===== config.mk =====
export PLATFORM = sky130hd
export DESIGN_NAME = emitator_serial
export DESIGN_NICKNAME = d
export VERILOG_FILES = /design/src/rtl/emitator_serial.sv
export SDC_FILE = /design/constraint.sdc
export NUM_CORES = 1
export LEC_CHECK = 0
export ABC_AREA = 1
export BUFFER_PORTS_ARGS = -buffer_cell sky130_fd_sc_hd__buf_2
export CORE_ASPECT_RATIO = 1.25
export CORE_UTILIZATION = 40
export DETAILED_ROUTE_END_ITERATION = 7
export GPL_TIMING_DRIVEN = 0
export SETUP_SLACK_MARGIN = 0.5
export SLEW_MARGIN = 25
export SYNTH_ARGS = -nofsm -noshare
export SYNTH_HDL_FRONTEND = slang
export SYNTH_SLANG_ARGS = --single-unit
export TNS_END_PERCENT = 20

===== constraint.sdc =====
create_clock -name clk -period 2.4 [get_ports clk]
set_clock_uncertainty 0.05 [all_clocks]
set_input_delay 0.48 -clock clk [delete_from_list [all_inputs] [get_ports clk]]
set_output_delay 0.48 -clock clk [all_outputs]
set_load 0.02 [all_outputs]

===== src/rtl/emitator_serial.sv =====
// rtl/emitator_serial.sv - start/data/stop serial emitter with valid/ready word intake
// Optional macro PARITY_EN inserts an even-parity bit between the data bits and the stop bit.
module emitator_serial #(
   parameter int DATA_W       = 8,
   parameter int CLKS_PER_BIT = 4
) (
   input  logic              clk,
   input  logic              reset,
   input  logic [DATA_W-1:0] d,
   input  logic              valid,
   output logic              ready,
   output logic              q,
   output logic              qneg,
   output logic              busy,
   output logic              done
);

   localparam int CNT_W = $clog2(CLKS_PER_BIT) + 1;
   localparam int BIT_W = (DATA_W > 1) ? $clog2(DATA_W) : 1;
   localparam logic [CNT_W-1:0] CNT_LAST = CNT_W'(CLKS_PER_BIT - 1);
   localparam logic [BIT_W-1:0] BIT_LAST = BIT_W'(DATA_W - 1);

`ifdef PARITY_EN
   typedef enum logic [2:0] {IDLE, START, DATA, PARITY, STOP} state_t;
`else
   typedef enum logic [2:0] {IDLE, START, DATA, STOP} state_t;
`endif

   state_t             state, state_next;
   logic [CNT_W-1:0]   cnt, cnt_next;
   logic [BIT_W-1:0]   bit_cnt, bit_next;
   logic [DATA_W-1:0]  shift, shift_next;
   logic               q_next;
   logic               bit_end;
`ifdef PARITY_EN
   logic               par, par_next;
`endif

   assign bit_end = (cnt == CNT_LAST);
   assign ready   = (state == IDLE);
   assign busy    = (state != IDLE);
   assign qneg    = ~q;

   always_ff @(posedge clk) begin
      if (reset) begin
         state   <= IDLE;
         cnt     <= '0;
         bit_cnt <= '0;
         shift   <= '0;
         q       <= 1'b1;
`ifdef PARITY_EN
         par     <= 1'b0;
`endif
      end else begin
         state   <= state_next;
         cnt     <= cnt_next;
         bit_cnt <= bit_next;
         shift   <= shift_next;
         q       <= q_next;
`ifdef PARITY_EN
         par     <= par_next;
`endif
      end
   end

   // q_next is the line level for the cycle after the edge, so q itself stays a plain flop
   always_comb begin
      state_next = state;
      cnt_next   = cnt;
      bit_next   = bit_cnt;
      shift_next = shift;
      q_next     = q;
      done       = 1'b0;
`ifdef PARITY_EN
      par_next   = par;
`endif
      if (state != IDLE)
         cnt_next = bit_end ? '0 : cnt + 1'b1;

      case (state)
         IDLE: begin
            q_next = 1'b1;
            if (valid) begin
               state_next = START;
               shift_next = d;
               cnt_next   = '0;
               q_next     = 1'b0;
`ifdef PARITY_EN
               par_next   = ^d;
`endif
            end
         end
         START: begin
            if (bit_end) begin
               state_next = DATA;
               bit_next   = '0;
               q_next     = shift[0];
               shift_next = shift >> 1;
            end
         end
         DATA: begin
            if (bit_end) begin
               if (bit_cnt == BIT_LAST) begin
`ifdef PARITY_EN
                  state_next = PARITY;
                  q_next     = par;
`else
                  state_next = STOP;
                  q_next     = 1'b1;
`endif
               end else begin
                  bit_next   = bit_cnt + 1'b1;
                  q_next     = shift[0];
                  shift_next = shift >> 1;
               end
            end
         end
`ifdef PARITY_EN
         PARITY: begin
            if (bit_end) begin
               state_next = STOP;
               q_next     = 1'b1;
            end
         end
`endif
         STOP: begin
            if (bit_end) begin
               done       = 1'b1;
               state_next = IDLE;
               q_next     = 1'b1;
            end
         end
         default: begin
            state_next = IDLE;
            q_next     = 1'b1;
         end
      endcase
   end

endmodule


==> metrics.md <==
| Metric | Value |
|---|---|
| Outcome | finished, violations left |
| Violated checks | DRC |
| Hold path endpoint | bit_cnt[0]$_SDFFE_PP0P_ |
| Core box area | 0.00240 mm2 |
| R2r endpoint | shift[5]$_SDFFE_PP0P_ |
| Synth Area in Simple Gates | 35.0% |
| H-tree lvl count | 1 |
| Die Ht | 58.1 um |
| Slew HR | 74.8% |
| Cell area after layout | 0.00115 mm2 |
| CTS tree | built |
| Static Leak | 0.602 nW |
| RePlAce Congestion | 0.727 |
| Final setup margin | 0.610 ns |
| N_diodes | 0 |
| Worst IR Drop VDD | 0.645 mV |
| Clk Tree Root Cell | clkbuf_4 |
| Share of cells above drive strength 1 | 21.8% |
| DP Area | 0.00112 mm2 |
| Fin util | 48.0% |
| RSZ-0062 raised after global routing | false |
| Post-Synthesis Cells | 151 |
| Setup TNS | 0 ns |
| Synth top area share | 33.7% |
| DR WL/cell | 9.46 um |
| CP arrival | 1.26 ns |
| CP startpoint | cnt[0]$_SDFF_PP0_ |
| Total grt overflow | 0 |
| Maximum root-to-sink buffer count | 2 |
| Area share of fa/ha/maj cells after synthesis | 11.2% |
| WL final | 1920 um |
| Largest net degree at the start of global routing | 11 |
| Slowest cell on crit path | dfxtp_1 |
| FF-to-FF Start | state[0]$_SDFFE_PP0P_ |
| Synth Area in XOR/XNOR | 0% |
| MaxCap Viol Count | 0 |
| CTS clk-pin slew, worst paths | 0.10 ns |
| Period utilization | 74.6% |
| Yosys cell types | 22 |
| Least-Margin Pin Slew | 0.378 ns |
| Vias per std cell | 4.61 |
| Power per cell area | 1150 mW/mm2 |
| Drt drc | 1 |
| Nets | 191 |
| Main combinational cell family by area after synthesis | simple AND/OR/NAND/NOR gates |
| Clock sinks | 17 |
| Final Setup Violations | 0 |
| CP required | 1.87 ns |
| Cell family with most CP delay | flip-flops |
| Post-CTS Setup Bufs | 0 |
| Syn Std Cell Area | 0.00101 mm2 |
| Synth Area in Compound Gates | 9.18% |
| Min-Delay Path Class | in2reg |
| Vias | 935 |
| DIE AREA | 0.00273 mm2 |
| Fin crit period | 1.79 ns |
| #FFs+latches synth | 17 |
| Die Wd | 46.9 um |
| I/O Buffers | 15 |
| Vias in the first global route | 888 |
| Post-layout power | 1.33 mW |
| Post-DP HPWL | 1550 um |
| Initial drt markers | 15 |
| Max-slew violation count | 0 |
| Crit-path cells | ha_1 > nand2_1 > nor2_1 > buf_2 |
| Worst R2R Path Depth | 7 |
| Starting density of the core | 42.0% |
| Avg Inst Size Synth | 6.68 um2 |
| Worst setup path class | reg2out |
| Syn_nets | 171 |
| Final Hold Fails | 0 |
| Num CTS Buffers | 3 |
| First-pass GRT wire length | 3390 um |
| Fmax | 0.559 GHz |
| Dpl ws | 0.648 ns |
| Seq/Total Area, Yosys | 33.7% |
| Area grow syn2layout | 14.4% |
| R2R Setup Slk | 0.71 ns |
| Total track usage | 16.8% |
| I/O pins | 16 |
| Core Rows | 20 |
| TritonRoute pass-1 iters | 5 |
| HP Start | reset |
| Antenna viol nets, final | 0 |
| Syn. warnings | 0 |
| WHS Path Cells | 2 |
| Startpoint type of the worst setup path | register |
| CP peak stage delay | 0.37 ns |
| WP buf/inv | 1 |
| Initial antenna violation count | 0 |
| Area leader, netlist | dfxtp_1 |
| Clk Latency, worst-skew pair | 0.29 ns |
| Max FO, Critical Path | 5 |
| CP Capture Type | output pin |
| Mux contribution to synthesized area | 0% |
| Area contributors post-synth | dfxtp_1, nand2_1, ha_1 |
[registers in the layout (all words and copies together) (netlist names)]
name     flops
bit_cnt      3
cnt          3
q            1
shift        8
state        2
[timing repair]
action | CTS | global route
setup endpoints to repair | 1 | 1
hold endpoints to repair | 0 | 0
hold buffers | 0 | 0
gates resized for setup | 1 | 2
[how the worst max path moves through the flow]
stage / end / depth (start not counted)
after global placement: shift[4]$_SDFFE_PP0P_ / 7
after global routing: done / 4
after floorplan: shift[4]$_SDFFE_PP0P_ / 9
after detailed placement: shift[6]$_SDFFE_PP0P_ / 7
final: done / 4
after CTS: busy / 4
[area by class of cell]
cell class,count,area [um2]
timing repair buffer,15,75.1
fill,285,1250
buffer,3,20.0
sequential,17,343
clock buffer,4,26.3
inverter,24,90.1
multi-input combinational,107,558
tap,33,41.3
[Yosys cell counts, drive strengths merged]
master	number
clkinv	1
nor2	30
nand4	1
ha	9
nand3b	1
dfxtp	17
a211oi	1
clkbuf	1
inv	23
nand3	6
nand2	41
a21oi	5
nor3	1
o21ai	12
buf	2
[kinds of logic after synthesis]
logic type,after synthesis
buffers and inverters,27
and+or+nand+nor,80
AOI/OAI and AO/OA,18
adders and majority gates,9
DFF,17
[per-stage QoR]
step / hold WS, ns / cells
3_5_place_dp: 0.398 / 199
3_3_place_gp: 0.385 / 199
2_1_floorplan: 0.373 / 151
6_report: 0.379 / 203
5_1_grt: 0.382 / 203
4_1_cts: 0.380 / 203
[report_power, final]
part | internal [mW] | total [mW] | switching (mW) | leakage, nW
Combinational | 0.269 | 0.760 | 0.491 | 0.447
Clock | 0.0647 | 0.159 | 0.0940 | 0.0150
Sequential | 0.366 | 0.409 | 0.0433 | 0.140
[routing by layer]
| metal | routed length (um) | share of wire [%] | global-route usage (%) |
|---|---|---|---|
| met1 | 866 | 45 | 18.6 |
| met5 | 0 | 0 | 0 |
| met4 | 31 | 1.6 | 7.35 |
| met2 | 978 | 51 | 30.6 |
| met3 | 44 | 2.3 | 1.87 |
[cell usage in the layout (no fill, tap or decap), types with 4 or more instances in the layout]
master	count
a21oi_1	5
buf_2	16
dfxtp_1	15
ha_1	9
inv_1	17
inv_2	6
nand2_1	38
nand3_1	5
nor2_1	25
nor2_2	4
o21ai_0	7
o21ai_1	5
[worst register-to-register path, cell delays in order (launching register included)]
cell and delay (ns):
dfxtp_2 0.38, inv_1 0.07, ha_1 0.30, inv_2 0.12
clkbuf_1 0.34, o21ai_0 0.15, nor2_1 0.14, nor2_2 0.05
No activity file was read; power rests on OpenSTA's default activity.
